### config.mk
export PLATFORM = sky130hd
export DESIGN_NAME = store_buffer_flat
export DESIGN_NICKNAME = d
export VERILOG_FILES = /design/src/rtl/store_buffer_if.sv /design/src/rtl/store_buffer.sv /design/src/flat_wrapper.sv
export SDC_FILE = /design/constraint.sdc
export NUM_CORES = 1
export LEC_CHECK = 0
export CORE_AREA = 3 3 220 222
export DETAILED_ROUTE_END_ITERATION = 6
export DIE_AREA = 0 0 223 225
export GPL_TIMING_DRIVEN = 0
export SLEW_MARGIN = 20
export SYNTH_ARGS = -nofsm -noshare
export SYNTH_HDL_FRONTEND = slang
export SYNTH_SLANG_ARGS = --single-unit
### constraint.sdc
create_clock -name clk -period 5.4 [get_ports clk]
set_input_delay 1.08 -clock clk [delete_from_list [all_inputs] [get_ports clk]]
set_output_delay 1.08 -clock clk [all_outputs]
set_load 0.005 [all_outputs]
### src/rtl/store_buffer_if.sv
// store_buffer_if: store, memory-write and load-check signals of the store buffer.
//   st_*        : committed store from MEM stage (valid/ready)
//   mem_*       : head entry toward data memory write port (valid/ready)
//   ld_*        : load hazard check and optional forwarding result
//   sb_empty    : buffer holds no entries
// master = pipeline/memory side, slave = store buffer.
interface store_buffer_if #(
  parameter int XLEN = 32
);
  localparam int NB = XLEN / 8;

  logic            st_valid;
  logic            st_ready;
  logic [XLEN-1:0] st_addr;
  logic [XLEN-1:0] st_wdata;
  logic [NB-1:0]   st_be;

  logic            mem_req_valid;
  logic            mem_req_ready;
  logic [XLEN-1:0] mem_addr;
  logic [XLEN-1:0] mem_wdata;
  logic [NB-1:0]   mem_be;

  logic [XLEN-1:0] ld_addr;
  logic [NB-1:0]   ld_be;
  logic            ld_hazard;
  logic            ld_fwd_valid;
  logic [XLEN-1:0] ld_fwd_data;

  logic            sb_empty;

  modport master (
    output st_valid, st_addr, st_wdata, st_be,
    input  st_ready,
    input  mem_req_valid, mem_addr, mem_wdata, mem_be,
    output mem_req_ready,
    output ld_addr, ld_be,
    input  ld_hazard, ld_fwd_valid, ld_fwd_data,
    input  sb_empty
  );

  modport slave (
    input  st_valid, st_addr, st_wdata, st_be,
    output st_ready,
    output mem_req_valid, mem_addr, mem_wdata, mem_be,
    input  mem_req_ready,
    input  ld_addr, ld_be,
    output ld_hazard, ld_fwd_valid, ld_fwd_data,
    output sb_empty
  );
endinterface

### src/rtl/store_buffer.sv
// store_buffer: in-order FIFO of committed stores drained one per accepted
// memory write, with a combinational load-hazard check over held entries.
// Ports:
//   clk   : clock, rising edge
//   rst_n : synchronous active-low reset
//   bus   : store_buffer_if.slave (st_*, mem_*, ld_*, sb_empty)
// Optional build macro STBUF_FWD_EN: youngest-match byte forwarding to loads.
// Without it ld_fwd_valid/ld_fwd_data are tied to zero.
module store_buffer #(
  parameter int XLEN  = 32,
  parameter int DEPTH = 4
) (
  input logic           clk,
  input logic           rst_n,
  store_buffer_if.slave bus
);
  localparam int NB = XLEN / 8;
  localparam int OB = $clog2(NB);
  localparam int PW = $clog2(DEPTH);
  localparam int AW = XLEN - OB;

  logic [AW-1:0]   addr_q [DEPTH];
  logic [AW-1:0]   addr_d [DEPTH];
  logic [XLEN-1:0] data_q [DEPTH];
  logic [XLEN-1:0] data_d [DEPTH];
  logic [NB-1:0]   be_q   [DEPTH];
  logic [NB-1:0]   be_d   [DEPTH];
  logic [DEPTH-1:0] vld_q, vld_d;
  logic [PW:0]     head_q, head_d, tail_q, tail_d;

  logic            full, empty, enq, deq;
  logic [PW-1:0]   head_idx, tail_idx;
  logic [DEPTH-1:0] match;
  logic            unused_lsbs;

  assign head_idx = head_q[PW-1:0];
  assign tail_idx = tail_q[PW-1:0];
  assign empty    = (head_q == tail_q);
  assign full     = (head_q[PW] != tail_q[PW]) && (head_idx == tail_idx);
  assign enq      = bus.st_valid && !full && (bus.st_be != '0);
  assign deq      = !empty && bus.mem_req_ready;

  // Byte offsets are not stored; only word addresses are compared.
  assign unused_lsbs = ^{bus.st_addr[OB-1:0], bus.ld_addr[OB-1:0]};

  assign bus.st_ready      = !full;
  assign bus.sb_empty      = empty;
  assign bus.mem_req_valid = !empty;
  assign bus.mem_addr      = empty ? '0 : {addr_q[head_idx], {OB{1'b0}}};
  assign bus.mem_wdata     = empty ? '0 : data_q[head_idx];
  assign bus.mem_be        = empty ? '0 : be_q[head_idx];

  always_comb begin
    addr_d = addr_q;
    data_d = data_q;
    be_d   = be_q;
    vld_d  = vld_q;
    if (deq) vld_d[head_idx] = 1'b0;
    if (enq) begin
      addr_d[tail_idx] = bus.st_addr[XLEN-1:OB];
      data_d[tail_idx] = bus.st_wdata;
      be_d[tail_idx]   = bus.st_be;
      vld_d[tail_idx]  = 1'b1;
    end
    head_d = head_q + {{PW{1'b0}}, deq};
    tail_d = tail_q + {{PW{1'b0}}, enq};
  end

  always_ff @(posedge clk) begin
    if (!rst_n) begin
      head_q <= '0;
      tail_q <= '0;
      vld_q  <= '0;
      for (int i = 0; i < DEPTH; i++) begin
        addr_q[i] <= '0;
        data_q[i] <= '0;
        be_q[i]   <= '0;
      end
    end else begin
      head_q <= head_d;
      tail_q <= tail_d;
      vld_q  <= vld_d;
      addr_q <= addr_d;
      data_q <= data_d;
      be_q   <= be_d;
    end
  end

  // Registered entries only; an entry draining this cycle still matches.
  always_comb begin
    match = '0;
    for (int i = 0; i < DEPTH; i++) begin
      match[i] = vld_q[i] && (addr_q[i] == bus.ld_addr[XLEN-1:OB]) &&
                 ((be_q[i] & bus.ld_be) != '0);
    end
  end

`ifdef STBUF_FWD_EN
  logic          sel_found, sel_cover;
  logic [PW-1:0] sel_idx;

  // Walk back from the slot just below tail so the first hit is the youngest.
  always_comb begin
    sel_found = 1'b0;
    sel_idx   = '0;
    for (int k = 0; k < DEPTH; k++) begin
      if (!sel_found && match[tail_idx - PW'(k + 1)]) begin
        sel_found = 1'b1;
        sel_idx   = tail_idx - PW'(k + 1);
      end
    end
  end

  assign sel_cover        = ((be_q[sel_idx] & bus.ld_be) == bus.ld_be);
  assign bus.ld_fwd_valid = sel_found && sel_cover;
  assign bus.ld_hazard    = sel_found && !sel_cover;

  always_comb begin
    bus.ld_fwd_data = '0;
    if (bus.ld_fwd_valid) begin
      for (int j = 0; j < NB; j++) begin
        bus.ld_fwd_data[8*j +: 8] = data_q[sel_idx][8*j +: 8] & {8{bus.ld_be[j]}};
      end
    end
  end
`else
  assign bus.ld_hazard    = |match;
  assign bus.ld_fwd_valid = 1'b0;
  assign bus.ld_fwd_data  = '0;
`endif

endmodule

### src/flat_wrapper.sv
// flat-port wrapper written by rule: the top's interface ports become plain ports
module store_buffer_flat 
#(
  parameter int XLEN  = 32,
  parameter int DEPTH = 4
)
  (clk, rst_n, bus_st_valid, bus_st_addr, bus_st_wdata, bus_st_be, bus_st_ready, bus_mem_req_valid, bus_mem_addr, bus_mem_wdata, bus_mem_be, bus_mem_req_ready, bus_ld_addr, bus_ld_be, bus_ld_hazard, bus_ld_fwd_valid, bus_ld_fwd_data, bus_sb_empty);
  store_buffer_if #(.XLEN(XLEN)) bus_i ();
  input logic clk;
  input logic rst_n;
  input wire logic [$bits(bus_i.st_valid)-1:0] bus_st_valid;
  input wire logic [$bits(bus_i.st_addr)-1:0] bus_st_addr;
  input wire logic [$bits(bus_i.st_wdata)-1:0] bus_st_wdata;
  input wire logic [$bits(bus_i.st_be)-1:0] bus_st_be;
  output wire logic [$bits(bus_i.st_ready)-1:0] bus_st_ready;
  output wire logic [$bits(bus_i.mem_req_valid)-1:0] bus_mem_req_valid;
  output wire logic [$bits(bus_i.mem_addr)-1:0] bus_mem_addr;
  output wire logic [$bits(bus_i.mem_wdata)-1:0] bus_mem_wdata;
  output wire logic [$bits(bus_i.mem_be)-1:0] bus_mem_be;
  input wire logic [$bits(bus_i.mem_req_ready)-1:0] bus_mem_req_ready;
  input wire logic [$bits(bus_i.ld_addr)-1:0] bus_ld_addr;
  input wire logic [$bits(bus_i.ld_be)-1:0] bus_ld_be;
  output wire logic [$bits(bus_i.ld_hazard)-1:0] bus_ld_hazard;
  output wire logic [$bits(bus_i.ld_fwd_valid)-1:0] bus_ld_fwd_valid;
  output wire logic [$bits(bus_i.ld_fwd_data)-1:0] bus_ld_fwd_data;
  output wire logic [$bits(bus_i.sb_empty)-1:0] bus_sb_empty;
  assign bus_i.st_valid = bus_st_valid;
  assign bus_i.st_addr = bus_st_addr;
  assign bus_i.st_wdata = bus_st_wdata;
  assign bus_i.st_be = bus_st_be;
  assign bus_st_ready = bus_i.st_ready;
  assign bus_mem_req_valid = bus_i.mem_req_valid;
  assign bus_mem_addr = bus_i.mem_addr;
  assign bus_mem_wdata = bus_i.mem_wdata;
  assign bus_mem_be = bus_i.mem_be;
  assign bus_i.mem_req_ready = bus_mem_req_ready;
  assign bus_i.ld_addr = bus_ld_addr;
  assign bus_i.ld_be = bus_ld_be;
  assign bus_ld_hazard = bus_i.ld_hazard;
  assign bus_ld_fwd_valid = bus_i.ld_fwd_valid;
  assign bus_ld_fwd_data = bus_i.ld_fwd_data;
  assign bus_sb_empty = bus_i.sb_empty;
  store_buffer #(.XLEN(XLEN), .DEPTH(DEPTH)) u_core (.clk(clk), .rst_n(rst_n), .bus(bus_i));
endmodule
# Word-level counts from Yosys, hierarchy flattened
# Index checks and enable logic that the tools add are counted.
[word_totals] romBits=0 wordCells=90 ram_bits=0 latchBits=0 regBits=274 input_bits=108 memories=0 out_inout_bits=105
[op_classes] n_reduce_logical=23 n_shift=0 magnitude_cmp=7 bitwise_logic=9 add_sub_neg=2 muxes=27 n_div=0 n_mul=0 eq_ne=7
[op_table] cell="32-bit two-way mux" n=5
[op_table] cell="128-bit bitwise mux" n=1
[op_table] cell="120-bit bitwise mux" n=1
[op_table] cell="30-bit == test" n=4
[op_table] cell="30-bit two-way mux" n=3
[op_table] cell="32-bit binary-select mux with 2-bit select" n=1
[op_table] cell="32-bit demux with 2-bit select" n=1
[op_table] cell="30-bit binary-select mux with 2-bit select" n=1
[op_table] cell="30-bit demux with 2-bit select" n=1
[op_table] cell="4-bit two-way mux" n=6
[op_table] cell="4-bit bitwise AND" n=5
[op_table] cell="4-bit nonzero test" n=5
[op_table] cell="16-bit bitwise mux" n=1
[op_table] cell="1-bit logical AND" n=15
[op_table] cell="4-bit binary-select mux with 2-bit select" n=1
[op_table] cell="4-bit demux with 2-bit select" n=1
[op_table] cell="3-bit by 1-bit adder with 3-bit output" n=2
[op_table] cell="3-bit greater-or-equal comparator (second input constant)" n=2
[op_table] cell="2-bit by 3-bit less-than comparator with 1-bit output (second input constant)" n=2
[op_table] cell="2-bit NOT with 3-bit output" n=2
[op_table] cell="1-bit demux with 2-bit select" n=2
[op_table] cell="2-bit by 1-bit greater-or-equal comparator with 1-bit output (second input constant)" n=2
[op_table] cell="4-bit NOT" n=1
[op_table] cell="4-bit OR" n=1
[op_table] cell="7 further kinds" n=9

# Depth between registers and ports, before layout
# Gate-level depths: netlist (run 1).
[logic_depth] word_depth=9 ltp_mapped=11 mapped_depth_nobuf=10

# Worst setup path after synthesis (run 1)
# Ideal clock, no wire load.
[synth_path] kind="input port to output port" from="input port bus_ld_addr[12]" to="output port bus_ld_hazard" cell_stages=6 setup_slack_ps=2342 arrival_time_ps=1978 path_buffers=1 cell_sequence="clkbuf_1 xnor2_1 nand4_1 nor4_1 nand3_1 nand4_1"
[synth_via] elab_chain_cells=4 word_cells_on_any_way=13 classes_between="eq/ne: 4; reduce/logical: 9"
[synth_lines] item="from (decl)" line_no="flat_wrapper.sv:21" rtl="input wire logic [$bits(bus_i.ld_addr)-1:0] bus_ld_addr;"
[synth_lines] item="30-bit == test" line_no="store_buffer.sv:93" rtl="match[i] = vld_q[i] && (addr_q[i] == bus.ld_addr[XLEN-1:OB]) &&"
[synth_lines] item="1-bit logical AND (2 in series)" line_no="store_buffer.sv:93"
[synth_lines] item="4-bit OR reduction (*)" line_no="store_buffer.sv:127" rtl="assign bus.ld_hazard = |match;"
[synth_lines] item="to (decl)" line_no="flat_wrapper.sv:23" rtl="output wire logic [$bits(bus_i.ld_hazard)-1:0] bus_ld_hazard;"
# Every way passes the cells marked *; elsewhere a longest branch is shown, timed or not.

# Worst setup path after layout (run 1)
[layout_path] from="register u_core.head_q[1]" to="output port bus_mem_addr[4]"
[layout_via] elab_chain_cells=5 word_cells_on_any_way=6 classes_between="eq/ne: 1; mux: 4; bitwise: 1"
[layout_lines] item="from (decl)" line_no="store_buffer.sv:29" rtl="logic [PW:0] head_q, head_d, tail_q, tail_d;"
[layout_lines] item="from (signal assigned)" line_no="store_buffer.sv:71" rtl="head_q <= '0;"
[layout_lines] item="from (signal assigned)" line_no="store_buffer.sv:80" rtl="head_q <= head_d;"
[layout_lines] item="2-bit NOT with 3-bit output (implied by the code)" line_no="store_buffer.sv:49" rtl="assign bus.mem_addr = empty ? '0 : {addr_q[head_idx], {OB{1'b0}}};"
[layout_lines] item="30-bit binary-select mux with 2-bit select" line_no="store_buffer.sv:49"
[layout_lines] item="30-bit two-way mux (implied by the code) (2 in series)" line_no="store_buffer.sv:49"
[layout_lines] item="32-bit two-way mux (*)" line_no="store_buffer.sv:49"
[layout_lines] item="to (decl)" line_no="flat_wrapper.sv:17" rtl="output wire logic [$bits(bus_i.mem_addr)-1:0] bus_mem_addr;"
# Every way passes the cells marked *; elsewhere a longest branch is shown, timed or not. The select of a mux whose other input is x is not followed.

==> out/results.ini, run 1 <==
[yosys]
synth_cell_types = 33
synth_top_area_share_pct = 39.28
ys_ff_latch = 274
synth_common_cells = 530 x nand2_1, 274 x dfxtp_1, 234 x a21boi_0
synth-simple-area-share_pct = 19.98
synth_ff_type = dfxtp_1
ys_seq_area_share_pct = 39.28
post_synth.cell_area_avg_um2 = 8.782
synth_xor_area_share_pct = 7.841
synth_area_leader_cell = dfxtp_1
netlist_instances = 1590
synth_top_family_by_area = simple AND/OR/NAND/NOR gates
synthMuxAreaShare_pct = 10.65
synth_compound_area_share_pct = 15.32
synth.most_common_cell = nand2_1
synth_area_um2 = 13960
synthAdderAreaFrac_pct = 0.3584
async_reset_ff_share_pct = 0
ys_warn_count = 0
synth_edf_count = 0
synth_top_cells_by_area = dfxtp_1 39%, nand2_1 14%, a21boi_0 13%

[clock_tree]
post_cts_buffers = 0
clkTransAtPathRegs_ns = 0.06
cts_max_path_buffers = 3
cts-root-buf = clkbuf_16
cts_buffers = 30
htree_levels = 1
insertion_delay_ns = 0.59
cts_tree = done
clock_sinks = 274
cts_resized = 0
ctsHoldBuffers = 0

[global_route]
grt_pass1_wl_um = 74450
globalRouteTotalUtil_pct = 19.19
grt.met2_usage_pct = 31.55
antenna_found_initial = 5
grt_pass1_vias = 11891
grt_max_degree = 16
met1_usage_pct = 26.39
globalRoute.busiestLayer = met2
use_met3_pct = 3.830
gr-total-overflow = 0

[timing]
worst_slack_ns = 0.7952
fmax_mhz = 217.2
final.setup.tns_ns = 0
rsz0062_at_grt = false
slew_violations = 0
final.setup_skew_ns = 0.01947
layout_min_cycle_time_ns = 4.605
hold_slack_ns = 0.4515
setup_viol = 0
maxSlewHeadroom_pct = 31.34
hold_violations = 0
fin_crit_sh_pct = 85.27
worst_pin_slew_ns = 1.017

[critical_path]
start_kind = flop
cp.required_ns = 4.32
arrival_ns = 3.52
path_class = reg2out
worst_setup_path_end_kind = primary output
ff2ff_path_depth = 6
path_max_fanout = 10

[outcome]
status = finished clean

[power]
combinationalPowerShare_pct = 21.4
p_per_area_nw_per_um2 = 317.9
swShare_pct = 29.05
power_frac_seq_pct = 39.5
power_switching_mw = 1.599
ir_drop_uv = 250.4
intPower_mw = 3.906
clockPowerShare_pct = 39.1
power.leakage_nw = 5.808

[final_layout]
diodes = 0
finalNonFillerCells = 2429
fillers = 4730
seq_area_um2 = 5485
final_nets = 1911
multi_input_area_um2 = 7692
final_util_pct = 37.20
synthToLayoutAreaGrowth_pct = 24.01
drive_above_1_share_pct = 11.03

[die]
die_h_um = 225
die_area_um2 = 50180
core_region_area_um2 = 46560
chipWidth_um = 223
initial_utilization_pct = 29.99
row_count = 79
ios = 213

[route]
detail_route.vias_per_cell = 4.956
drc = 0
routed_wirelength_um = 49640
firstDrtPassIters = 7
drt_iter0_markers = 1079
ant_nets = 0
vias = 12037
drt-wirelength-per-cell_um = 20.44

[placement]
place.gp.congestion = 0.9631
pre_cts_ws_ns = 1.077
portBuffers = 143
dp_cells = 2374
dp_hpwl_um = 36870

[worst_hold_path]
worstHoldPathCells = 2
hp-class = reg2reg

[job]
max-cap-violations = 0

==> metrics by stage <==
step,total power [mW],instance area (um2)
after floorplan,2.880,14090
after global placement,3.389,16280
after detailed placement,3.402,16280
after CTS,5.540,17320
after global routing,5.721,17320
final,5.505,17320
==> worst max-delay path, stage by stage (launching register included) <==
cell and delay, ns:
dfxtp_1 0.35, buf_4 0.18, clkbuf_1 0.67, clkbuf_1 0.66, mux4_2 0.46, and2_1 0.19, clkdlybuf4s50_1 0.44
==> sequential cells by signal, summed over array words and instances, names as in the netlist <==
signal	flops
u_core.addr_q	120
u_core.be_q	16
u_core.data_q	128
u_core.head_q	3
u_core.tail_q	3
u_core.vld_q	4
==> cell families after synthesis <==
logic type	after synthesis
AOI/OAI and AO/OA	282
xor gates and xnor gates	125
adders and majority gates	4
buffers and inverters	180
DFF	274
muxes	66
other	1
and+or+nand+nor	658
==> metal layers <==
metal	vias up	share of wire, %
met3	74	7.9
met5	-	0.13
li1	5625	-
met1	5862	43
met4	10	1.9
met2	466	47
==> area by class of cell <==
class,instances,share of cell area (%)
inverter,3,0.06503
multi-input combinational,1170,44.42
tap,607,4.386
buffer,177,5.210
clock buffer,48,5.419
clock inverter,7,0.5564
timing repair buffer,143,8.266
sequential,274,31.68
==> power by group through the flow <==
stage               Combinational (mW)  Clock, mW  Sequential (mW)
floorplan                        0.685          0             2.19
global route                      1.28       2.26             2.18
global placement                  1.18          0             2.21
finish                            1.18       2.15             2.17
detailed placement                1.19          0             2.21
CTS                               1.19       2.18             2.17
==> final timing paths <==
kind | from | endpoint | slack [ns]
worst max register to register | u_core.head_q[1] | u_core.vld_q[3] | 2.94
worst min-delay path | u_core.data_q[28] | u_core.data_q[28] | 0.45
worst max-delay path | u_core.head_q[1] | bus_mem_addr[4] | 0.80
worst min register to register | u_core.data_q[28] | u_core.data_q[28] | 0.45
==> placed cells by master, fill, tap and decap left out, types with 2 or more instances in the layout <==
cell type and instances:
inv_1 3, a221oi_1 4, xor2_1 15, o21a_1 2, dfxtp_1 274, buf_4 43, nand3_1 7, nand4_1 29
nand2_1 530, clkbuf_1 91, buf_1 8, a22o_1 4, a21boi_0 234, and3b_1 2, conb_1 35, and2_1 72
clkinv_2 4, o31ai_1 2, clkdlybuf4s50_1 143, nand3b_1 2, nor3_1 4, a21boi_1 33, clkbuf_8 12, ha_1 4
buf_2 37, bufinv_16 2, nor4_1 8, clkbuf_16 30, buf_6 4, mux4_2 66, xnor2_1 110
Note: power is estimated with default switching activity, not from simulation.
==> run 2: changes to the inputs <==
--- a/config.mk
+++ b/config.mk
@@ -9,6 +9,7 @@
 export DETAILED_ROUTE_END_ITERATION = 6
 export DIE_AREA = 0 0 223 225
 export GPL_TIMING_DRIVEN = 0
+export PLACE_DENSITY = 0.45
 export SLEW_MARGIN = 20
 export SYNTH_ARGS = -nofsm -noshare
 export SYNTH_HDL_FRONTEND = slang
==> out/results.ini, run 2 (synthesized netlist as in run 1, its figures left out) <==
[outcome]
status = finished clean

[power]
combinationalPowerShare_pct = 20.9  ; -0.5 points
power.leakage_nw = 5.865  ; +0.98%
p_per_area_nw_per_um2 = 329.7  ; +3.7%
swShare_pct = 29.39  ; +0.34 points
clockPowerShare_pct = 41.3  ; +2.2 points
ir_drop_uv = 166.0  ; -34%
power_switching_mw = 1.690  ; +5.7%
power_frac_seq_pct = 37.8  ; -1.7 points
intPower_mw = 4.061  ; +4.0%
power.total_mw = 5.752  ; +4.5%

[timing]
rsz0062_at_grt = false
final.setup_skew_ns = 0.01449  ; -0.004982 ns
hold_violations = 0  ; unchanged
hold_slack_ns = 0.4537  ; +0.002234 ns
layout_min_cycle_time_ns = 4.612  ; +0.007433 ns
setup_viol = 0  ; unchanged
worst_pin_slew_ns = 1.038  ; +0.02104 ns
slew_violations = 0  ; unchanged
fmax_mhz = 216.8  ; -0.16%
maxSlewHeadroom_pct = 30.82  ; -0.52 points
fin_crit_sh_pct = 85.41  ; +0.14 points
worst_slack_ns = 0.7878  ; -0.007433 ns
final.setup.tns_ns = 0  ; unchanged

[clock_tree]
cts_buffers = 35  ; +17%
ctsHoldBuffers = 0  ; unchanged
insertion_delay_ns = 0.54  ; -0.05 ns
clkTransAtPathRegs_ns = 0.06  ; about the same
htree_levels = 2  ; +1
cts-root-buf = clkbuf_16
cts_resized = 0  ; unchanged
cts_max_path_buffers = 3  ; unchanged
clock_sinks = 274  ; unchanged
cts_tree = done
post_cts_buffers = 0  ; unchanged

[die]
row_count = 79  ; unchanged
die_h_um = 225  ; unchanged
die_area_um2 = 50180  ; unchanged
initial_utilization_pct = 29.99  ; unchanged
ios = 213  ; unchanged
chipWidth_um = 223  ; unchanged
core_region_area_um2 = 46560  ; unchanged

[global_route]
antenna_found_initial = 9  ; +4
grt_pass1_vias = 11559  ; -2.8%
grt_max_degree = 13  ; -3
grt_pass1_wl_um = 77410  ; +4.0%
gr-total-overflow = 0  ; unchanged
globalRouteTotalUtil_pct = 20.63  ; +1.4 points

[placement]
pre_cts_ws_ns = 0.9246  ; -0.1519 ns
place.gp.congestion = 0.8805  ; -8.6%
dp_hpwl_um = 38250  ; +3.7%
portBuffers = 143  ; unchanged

[job]
max-cap-violations = 0  ; unchanged

[critical_path]
rrSetupSlack_ns = 2.95  ; about the same
path_class = reg2out
worst_setup_path_end_kind = primary output
path_max_fanout = 10  ; unchanged
arrival_ns = 3.53  ; about the same
start_kind = flop
cp.required_ns = 4.32  ; about the same

[final_layout]
final_common_cell = nand2_1
seq_area_um2 = 5485  ; unchanged
drive_above_1_share_pct = 11.38  ; +0.35 points
top_register = u_core.data_q
layout_common_cells = 530 x nand2_1, 274 x dfxtp_1, 234 x a21boi_0
synthToLayoutAreaGrowth_pct = 24.92
largest_reg_flops = 128  ; unchanged
top_regs = u_core.data_q (128), u_core.addr_q (120), u_core.be_q (16)
multi_input_area_um2 = 7692  ; unchanged
final_nets = 1916  ; +0.26%
fillers = 4779  ; +1.0%

[worst_hold_path]
hp-class = reg2reg

[route]
firstDrtPassIters = 5  ; -2
drc = 0  ; unchanged
routed_wirelength_um = 52750  ; +6.3%
drt-wirelength-per-cell_um = 21.62  ; +5.8%
vias = 11769  ; -2.2%
ant_nets = 0  ; unchanged
drt_iter0_markers = 878  ; -19%
detail_route.vias_per_cell = 4.823  ; -2.7%

==> run 2: cell count changes in the layout (fill, tap and decap cells not counted), sizes merged <==
cell	before	now
diode	0	6
inv	3	6
buf	92	91
bufinv	2	3
clkinv	5	6
clkinvlp	0	1
==> run 2: critical path: stages (launching register included) <==
cell and delay (ns):
dfxtp_1 0.36, xor2_1 0.38, nor2_1 0.18, inv_1 0.23, clkbuf_1 0.63, clkbuf_1 0.48
and2_1 0.20, clkdlybuf4s50_1 0.52
==> run 2: metrics by stage <==
step | instances | util [%] | area, um2
finish | 2440 | 37.47 | 17440
global route | 2435 | 37.44 | 17430
CTS | 2434 | 37.43 | 17430
detailed placement | 2374 | 34.97 | 16280
global placement | 2374 | 34.97 | 16280
floorplan | 1624 | - | 14090
==> run 2: area by class of cell <==
| class | count | area share [%] |
|---|---|---|
| timing repair buffer | 143 | 8.206 |
| sequential | 274 | 31.45 |
| clock inverter | 13 | 0.8823 |
| buffer | 177 | 5.179 |
| clock buffer | 47 | 5.681 |
| inverter | 3 | 0.06456 |
| multi-input combinational | 1170 | 44.10 |
| tap | 607 | 4.354 |
| antenna | 6 | 0.08608 |
==> run 2: metal layers <==
metal | track usage [%] | share of wire (%)
met2 | 33.38 | 46
met5 | 0 | 0.068
met1 | 27.60 | 45
met3 | 4.299 | 6.1
met4 | 6.788 | 2.9
==> run 2: path summary, 6_finish.rpt <==
| check | startpoint | endpoint | depth (start not counted) |
|---|---|---|---|
| hold / removal | u_core.data_q[119] | u_core.data_q[119] | 2 |
| hold reg to reg | u_core.data_q[119] | u_core.data_q[119] | 2 |
| setup reg to reg | u_core.head_q[1] | u_core.vld_q[3] | 6 |
| setup / recovery | u_core.head_q[2] | bus_mem_addr[20] | 7 |
==> run 2: power by group through the flow <==
stage | clock, mW | combinational (mW) | sequential [mW]
after global placement | 0 | 1.22 | 2.21
after floorplan | 0 | 0.685 | 2.19
final | 2.38 | 1.20 | 2.17
after CTS | 2.44 | 1.23 | 2.17
after detailed placement | 0 | 1.22 | 2.21
after global routing | 2.51 | 1.31 | 2.18
